==> src/rtl/serial_adder_pkg.sv <==
// Shared definitions for the bit-serial adder: FSM state encoding and default operand width.
package serial_adder_pkg;

  localparam int DEFAULT_WIDTH = 8;

  typedef enum logic [1:0] {
    S_IDLE = 2'd0,
    S_RUN  = 2'd1,
    S_DONE = 2'd2
  } state_t;

endpackage

==> src/rtl/serial_adder_if.sv <==
// Request/result bundle of the bit-serial adder. The ovf signal exists only when
// SERIAL_ADDER_OVF_EN is defined.
interface serial_adder_if
  import serial_adder_pkg::*;
#(
  parameter int WIDTH = DEFAULT_WIDTH
) ();

  logic             start;
  logic [WIDTH-1:0] a;
  logic [WIDTH-1:0] b;
  logic             cin;
  logic             busy;
  logic             done;
  logic [WIDTH-1:0] sum;
  logic             cout;
`ifdef SERIAL_ADDER_OVF_EN
  logic             ovf;
`endif

  modport master (
    output start, a, b, cin,
`ifdef SERIAL_ADDER_OVF_EN
    input  ovf,
`endif
    input  busy, done, sum, cout
  );

  modport slave (
    input  start, a, b, cin,
`ifdef SERIAL_ADDER_OVF_EN
    output ovf,
`endif
    output busy, done, sum, cout
  );

endinterface

==> src/rtl/full_adder.sv <==
// Existing 1-bit full adder cell; the serial adder evaluates one bit position per clock with it.
module full_adder (
  input  logic a,
  input  logic b,
  input  logic cin,
  output logic sum,
  output logic cout
);

  assign sum  = a ^ b ^ cin;
  assign cout = (a & b) | (cin & (a ^ b));

endmodule

==> src/rtl/serial_adder.sv <==
// Bit-serial adder: one full_adder plus a carry register, LSB first, done pulse after WIDTH steps.
// Optional signed-overflow output enabled with SERIAL_ADDER_OVF_EN.
module serial_adder
  import serial_adder_pkg::*;
#(
  parameter int WIDTH = DEFAULT_WIDTH
) (
  input  logic           clk,
  input  logic           rst,
  serial_adder_if.slave  bus
);

  localparam int            CW       = $clog2(WIDTH);
  localparam logic [CW-1:0] CNT_LAST = CW'(WIDTH - 1);

  state_t           state_q, state_d;
  logic [WIDTH-1:0] a_q, a_d;
  logic [WIDTH-1:0] b_q, b_d;
  logic [WIDTH-1:0] sum_q, sum_d;
  logic             carry_q, carry_d;
  logic             cout_q, cout_d;
  logic [CW-1:0]    cnt_q, cnt_d;
  logic             fa_sum;
  logic             fa_cout;
`ifdef SERIAL_ADDER_OVF_EN
  logic             ovf_q, ovf_d;
`endif

  full_adder u_fa (
    .a    (a_q[0]),
    .b    (b_q[0]),
    .cin  (carry_q),
    .sum  (fa_sum),
    .cout (fa_cout)
  );

  // The A register doubles as the sum shift register: each step consumes its LSB
  // and fills its MSB with the new sum bit, so after WIDTH steps it holds the result.
  always_comb begin
    state_d = state_q;
    a_d     = a_q;
    b_d     = b_q;
    sum_d   = sum_q;
    carry_d = carry_q;
    cout_d  = cout_q;
    cnt_d   = cnt_q;
`ifdef SERIAL_ADDER_OVF_EN
    ovf_d   = ovf_q;
`endif
    case (state_q)
      S_IDLE, S_DONE: begin
        if (bus.start) begin
          state_d = S_RUN;
          a_d     = bus.a;
          b_d     = bus.b;
          carry_d = bus.cin;
          cnt_d   = '0;
        end else if (state_q == S_DONE) begin
          state_d = S_IDLE;
        end
      end
      S_RUN: begin
        a_d     = {fa_sum, a_q[WIDTH-1:1]};
        b_d     = {1'b0, b_q[WIDTH-1:1]};
        carry_d = fa_cout;
        if (cnt_q == CNT_LAST) begin
          state_d = S_DONE;
          sum_d   = {fa_sum, a_q[WIDTH-1:1]};
          cout_d  = fa_cout;
`ifdef SERIAL_ADDER_OVF_EN
          // On the last step carry_q is the carry into the MSB.
          ovf_d   = carry_q ^ fa_cout;
`endif
        end else begin
          cnt_d = cnt_q + CW'(1);
        end
      end
      default: state_d = S_IDLE;
    endcase
  end

  always_ff @(posedge clk) begin
    if (rst) begin
      state_q <= S_IDLE;
      a_q     <= '0;
      b_q     <= '0;
      sum_q   <= '0;
      carry_q <= 1'b0;
      cout_q  <= 1'b0;
      cnt_q   <= '0;
`ifdef SERIAL_ADDER_OVF_EN
      ovf_q   <= 1'b0;
`endif
    end else begin
      state_q <= state_d;
      a_q     <= a_d;
      b_q     <= b_d;
      sum_q   <= sum_d;
      carry_q <= carry_d;
      cout_q  <= cout_d;
      cnt_q   <= cnt_d;
`ifdef SERIAL_ADDER_OVF_EN
      ovf_q   <= ovf_d;
`endif
    end
  end

  assign bus.busy = (state_q == S_RUN);
  assign bus.done = (state_q == S_DONE);
  assign bus.sum  = sum_q;
  assign bus.cout = cout_q;
`ifdef SERIAL_ADDER_OVF_EN
  assign bus.ovf  = ovf_q;
`endif

endmodule

==> src/flat_wrapper.sv <==
// flat-port wrapper written by rule: the top's interface ports become plain ports
module serial_adder_flat import serial_adder_pkg::*;
#(
  parameter int WIDTH = DEFAULT_WIDTH
)
  (clk, rst, bus_start, bus_a, bus_b, bus_cin, bus_busy, bus_done, bus_sum, bus_cout);
  serial_adder_if #(.WIDTH(WIDTH)) bus_i ();
  input  logic clk;
  input  logic rst;
  input wire logic [$bits(bus_i.start)-1:0] bus_start;
  input wire logic [$bits(bus_i.a)-1:0] bus_a;
  input wire logic [$bits(bus_i.b)-1:0] bus_b;
  input wire logic [$bits(bus_i.cin)-1:0] bus_cin;
  output wire logic [$bits(bus_i.busy)-1:0] bus_busy;
  output wire logic [$bits(bus_i.done)-1:0] bus_done;
  output wire logic [$bits(bus_i.sum)-1:0] bus_sum;
  output wire logic [$bits(bus_i.cout)-1:0] bus_cout;
  assign bus_i.start = bus_start;
  assign bus_i.a = bus_a;
  assign bus_i.b = bus_b;
  assign bus_i.cin = bus_cin;
  assign bus_busy = bus_i.busy;
  assign bus_done = bus_i.done;
  assign bus_sum = bus_i.sum;
  assign bus_cout = bus_i.cout;
  serial_adder #(.WIDTH(WIDTH)) u_core (.clk(clk), .rst(rst), .bus(bus_i));
endmodule
==> config.mk <==
export PLATFORM = sky130hd
export DESIGN_NAME = serial_adder_flat
export DESIGN_NICKNAME = d
export VERILOG_FILES = /design/src/rtl/serial_adder_pkg.sv /design/src/rtl/serial_adder_if.sv /design/src/rtl/full_adder.sv /design/src/rtl/serial_adder.sv /design/src/flat_wrapper.sv
export SDC_FILE = /design/constraint.sdc
export NUM_CORES = 1
export LEC_CHECK = 0
export BUFFER_PORTS_ARGS = -buffer_cell sky130_fd_sc_hd__buf_2
export CAP_MARGIN = 20
export CORE_ASPECT_RATIO = 2
export CORE_MARGIN = 8
export CORE_UTILIZATION = 37
export DETAILED_ROUTE_END_ITERATION = 6
export GPL_TIMING_DRIVEN = 0
export SYNTH_ARGS = -nofsm -noshare
export SYNTH_HDL_FRONTEND = slang
export SYNTH_SLANG_ARGS = --single-unit
export TNS_END_PERCENT = 20
==> constraint.sdc <==
create_clock -name clk -period 2.2 [get_ports clk]
set_input_delay 0.22 -clock clk [delete_from_list [all_inputs] [get_ports clk]]
set_output_delay 0.22 -clock clk [all_outputs]
set_load 0.02 [all_outputs]
==> results_dict.tcl <==
set metrics [dict create \
    seq_area_um2 620.6 \
    power_density_normalized_to_cell_area_mw_per_mm2 818.5 \
    outcome "finished, final reports clean" \
    clockBufferDepth 2 \
    finalWirelength_um 3268 \
    area_delta_synth_final_pct 24.86 \
    synth_most_common_cell "nand2_1" \
    cell_internal_power_mw 1.025 \
    fin_crit_ns 1.679 \
    share_of_power_burned_in_registers_pct 45.5 \
    numClockSinks 31 \
    max_slew_violation_count 0 \
    achievable-frequency_ghz 0.5955 \
    critPathMostFrequentCell "buf_2" \
    antenna_found_initial 0 \
    detail_route.iter0.violations 32 \
    endpoint_kind "output port" \
    grt_pass1_vias 1276 \
    synth.ff_latch_count 31 \
    die_w_um 58.30 \
    post-synth-top-area-fraction_pct 46.88 \
    ir_worst_vdd_uv 528.2 \
    grt_start_max_net_pins 11 \
    leakage_nw 0.6722 \
    criticalPathCategory "flip-flop to output port" \
    overflow 0 \
    std_cell_rows 31 \
    worst_setup_path_start_kind "flip-flop" \
    worst_r2r_path_depth 6 \
    postSynthAreaPerCell_um2 8.432 \
    seq_total_area_yosys_pct 46.88 \
    detailedPlacementHpwl_um 2387 \
    synth_cell_types 21 \
    die_area_mm2 0.005864 \
    timing.reg2reg.setup_slack_ns 0.61 \
    syn_nets 180 \
    placeableCoreArea_mm2 0.003530 \
    n_antenna_cell 0 \
    netlist_instances 157 \
    num-nets-final 217 \
    tritoncts "done" \
    path_buf_inv 4 \
    hold_viol_final 0 \
    worst_path_required_time_ns 1.98 \
    io_buffer_count 30 \
    mappedNetlistArea_mm2 0.001324 \
    regToRegStartpoint "u_core.cnt_q[0]" \
    path_cells "nand2b_1, buf_6, clkinv_4, buf_2, buf_2" \
    crit_path_top_delay_cell "dfxtp_1" \
    worst_slew_pin_slew_ns 0.5292 \
    power.switching_fraction_pct 24.22 \
    detailedRoute.firstPassIterationCount 4 \
    cts.repair.resized 0 \
    synth-main-ff-cell "dfxtp_1" \
    timing.critical_path.to "bus_busy" \
    drc 0 \
    timing.final.setup_violations 0 \
    worst_path_maximum_fanout 10 \
    insertion_delay_ns 0.28 \
    startpoint "u_core.state_q[0]" \
    r2r-end "u_core.bus.sum[6]" \
    combinationalPowerShare_pct 11.4 \
    cts_max_level 2 \
    synthesis.yosys.warnings 0 \
    wl_per_cell_um 13.39 \
    gp_congestion 0.7770 \
    ioPinCount 31 \
    globalRouteTotalUtil_pct 12.05 \
    slew_headroom_pct 64.72 \
    path_clk_slew_ns 0.07 \
    multi_input_comb_area_um2 618.1 \
    clock_skews_ns 0.007505 \
    post-cts-setup-buffer-count 0 \
    cts_root_buf "clkbuf_8" \
    cpPeakStageDelay_ns 0.42 \
    numCtsBuffers 5 \
    synth_edf_count 0 \
    total_via_count_after_detailed_routing 1212 \
    post_cts_hold_buffer_count 0 \
    fin_tns_setup_ns 0 \
    floorplan.die.height_um 100.6 \
    fillers 380 \
    post_synth_most_frequent_cells "nand2_1, dfxtp_1, nor2_1" \
    crit_family "buffers and inverters" \
    detail-route-antenna-nets 0 \
    rsz0062_at_grt "false" \
    min_path_type "input pin to flip-flop" \
    post_route_cells_drive_above_1_share_pct 26.67 \
    worst_hold_depth 2 \
    async_set_or_reset_register_ratio_after_synthesis_pct 0 \
    cp.arrival_ns 1.46 \
    fin_cells 244 \
    final_min_period_over_clock_period_pct 76.33 \
    via_density_per_instance 4.967 \
    initial_core_util_pct 37.50 \
    grt_pass1_wl_um 5540 \
    ys_top_cells_by_area "dfxtp_1, nand2_1, a311oi_1" \
    place_inst 236 \
    timing.critical_path.depth 5 \
    clock_power_share_pct 43.0 \
    max_cap_viol_count 0 \
    post-synth-top-area-cell "dfxtp_1" \
    power.net_switching_mw 0.3277 \
]
-- power groups by stage --
stage / logic (mW) / registers, mW / clock network, mW
6_report: 0.155 / 0.616 / 0.582
5_1_grt: 0.172 / 0.620 / 0.617
4_1_cts: 0.155 / 0.616 / 0.598
3_5_place_dp: 0.154 / 0.628 / 0
3_3_place_gp: 0.152 / 0.628 / 0
2_1_floorplan: 0.108 / 0.622 / 0
-- logic make-up after synthesis --
family,Yosys count,synth area share [%]
AND/OR/NAND/NOR,80,25.61
flip-flops,31,46.88
AO/OA/AOI/OAI,29,16.92
buffers and inverters,13,6.427
adder cells (fa/ha/maj),3,3.402
multiplexers,1,0.7562
-- sequential cells by signal, summed over array words and instances, names as in the netlist --
signal           flops
u_core.state_q       2
u_core.cnt_q         3
u_core.bus.sum       8
u_core.bus.cout      1
u_core.b_q           8
u_core.carry_q       1
u_core.a_q           8
-- worst register-to-register path, stage by stage, from the launching register on --
cell,delay (ns)
dfxtp_1,0.35
ha_1,0.16
ha_1,0.18
buf_2,0.23
nand3b_1,0.31
nand2_1,0.16
a21oi_1,0.07
-- worst min path at each step --
| stage | start | endpoint |
|---|---|---|
| 3_3_place_gp | rst | u_core.a_q[0] |
| 6_report | rst | u_core.a_q[0] |
| 3_5_place_dp | rst | u_core.a_q[0] |
| 2_1_floorplan | rst | u_core.a_q[0] |
| 4_1_cts | rst | u_core.a_q[0] |
| 5_1_grt | rst | u_core.a_q[0] |
-- metal layers --
metal	part of all wire (%)	vias up	global-route usage, %
li1	-	615	-
met1	44	550	13.04
met2	47	39	19.50
met3	7.0	8	4.476
met4	2.2	0	6.464
met5	0	-	0
-- stage by stage --
step	cell area (um^2)	hold WS [ns]	util, %	power [mW]	worst slack [ns]
6_report	1653	0.1571	46.83	1.353	0.5208
5_1_grt	1653	0.1594	46.83	1.410	0.4141
4_1_cts	1653	0.1482	46.83	1.369	0.5167
3_5_place_dp	1535	0.4465	43.50	0.7829	0.6035
3_3_place_gp	1535	0.4399	43.50	0.7798	0.6356
2_1_floorplan	1324	0.2921	-	0.7303	0.7707
-- cells in the final DEF (no fill, tap or decap), types with 2 or more instances in the layout --
master | synthesis | routed
nand2_1 | 43 | 43
buf_2 | 4 | 34
dfxtp_1 | 31 | 31
nor2_1 | 17 | 17
a311oi_1 | 13 | 13
a21oi_1 | 13 | 13
nand3_1 | 12 | 12
clkbuf_8 | 0 | 6
nand2b_1 | 3 | 3
buf_4 | 3 | 3
clkbuf_1 | 3 | 3
a311oi_2 | 3 | 3
buf_6 | 2 | 2
ha_1 | 2 | 2
-- area by class of cell --
| cell class | count | share of cell area, % |
|---|---|---|
| Buffer | 12 | 4.618 |
| Clock buffer | 6 | 4.996 |
| Clock inverter | 2 | 2.120 |
| Inverter | 1 | 0.5299 |
| Multi-Input combinational cell | 113 | 37.40 |
| Sequential cell | 31 | 37.55 |
| Tap cell | 49 | 3.709 |
| Timing Repair Buffer | 30 | 9.084 |
Power figures use the tool's default switching activity.
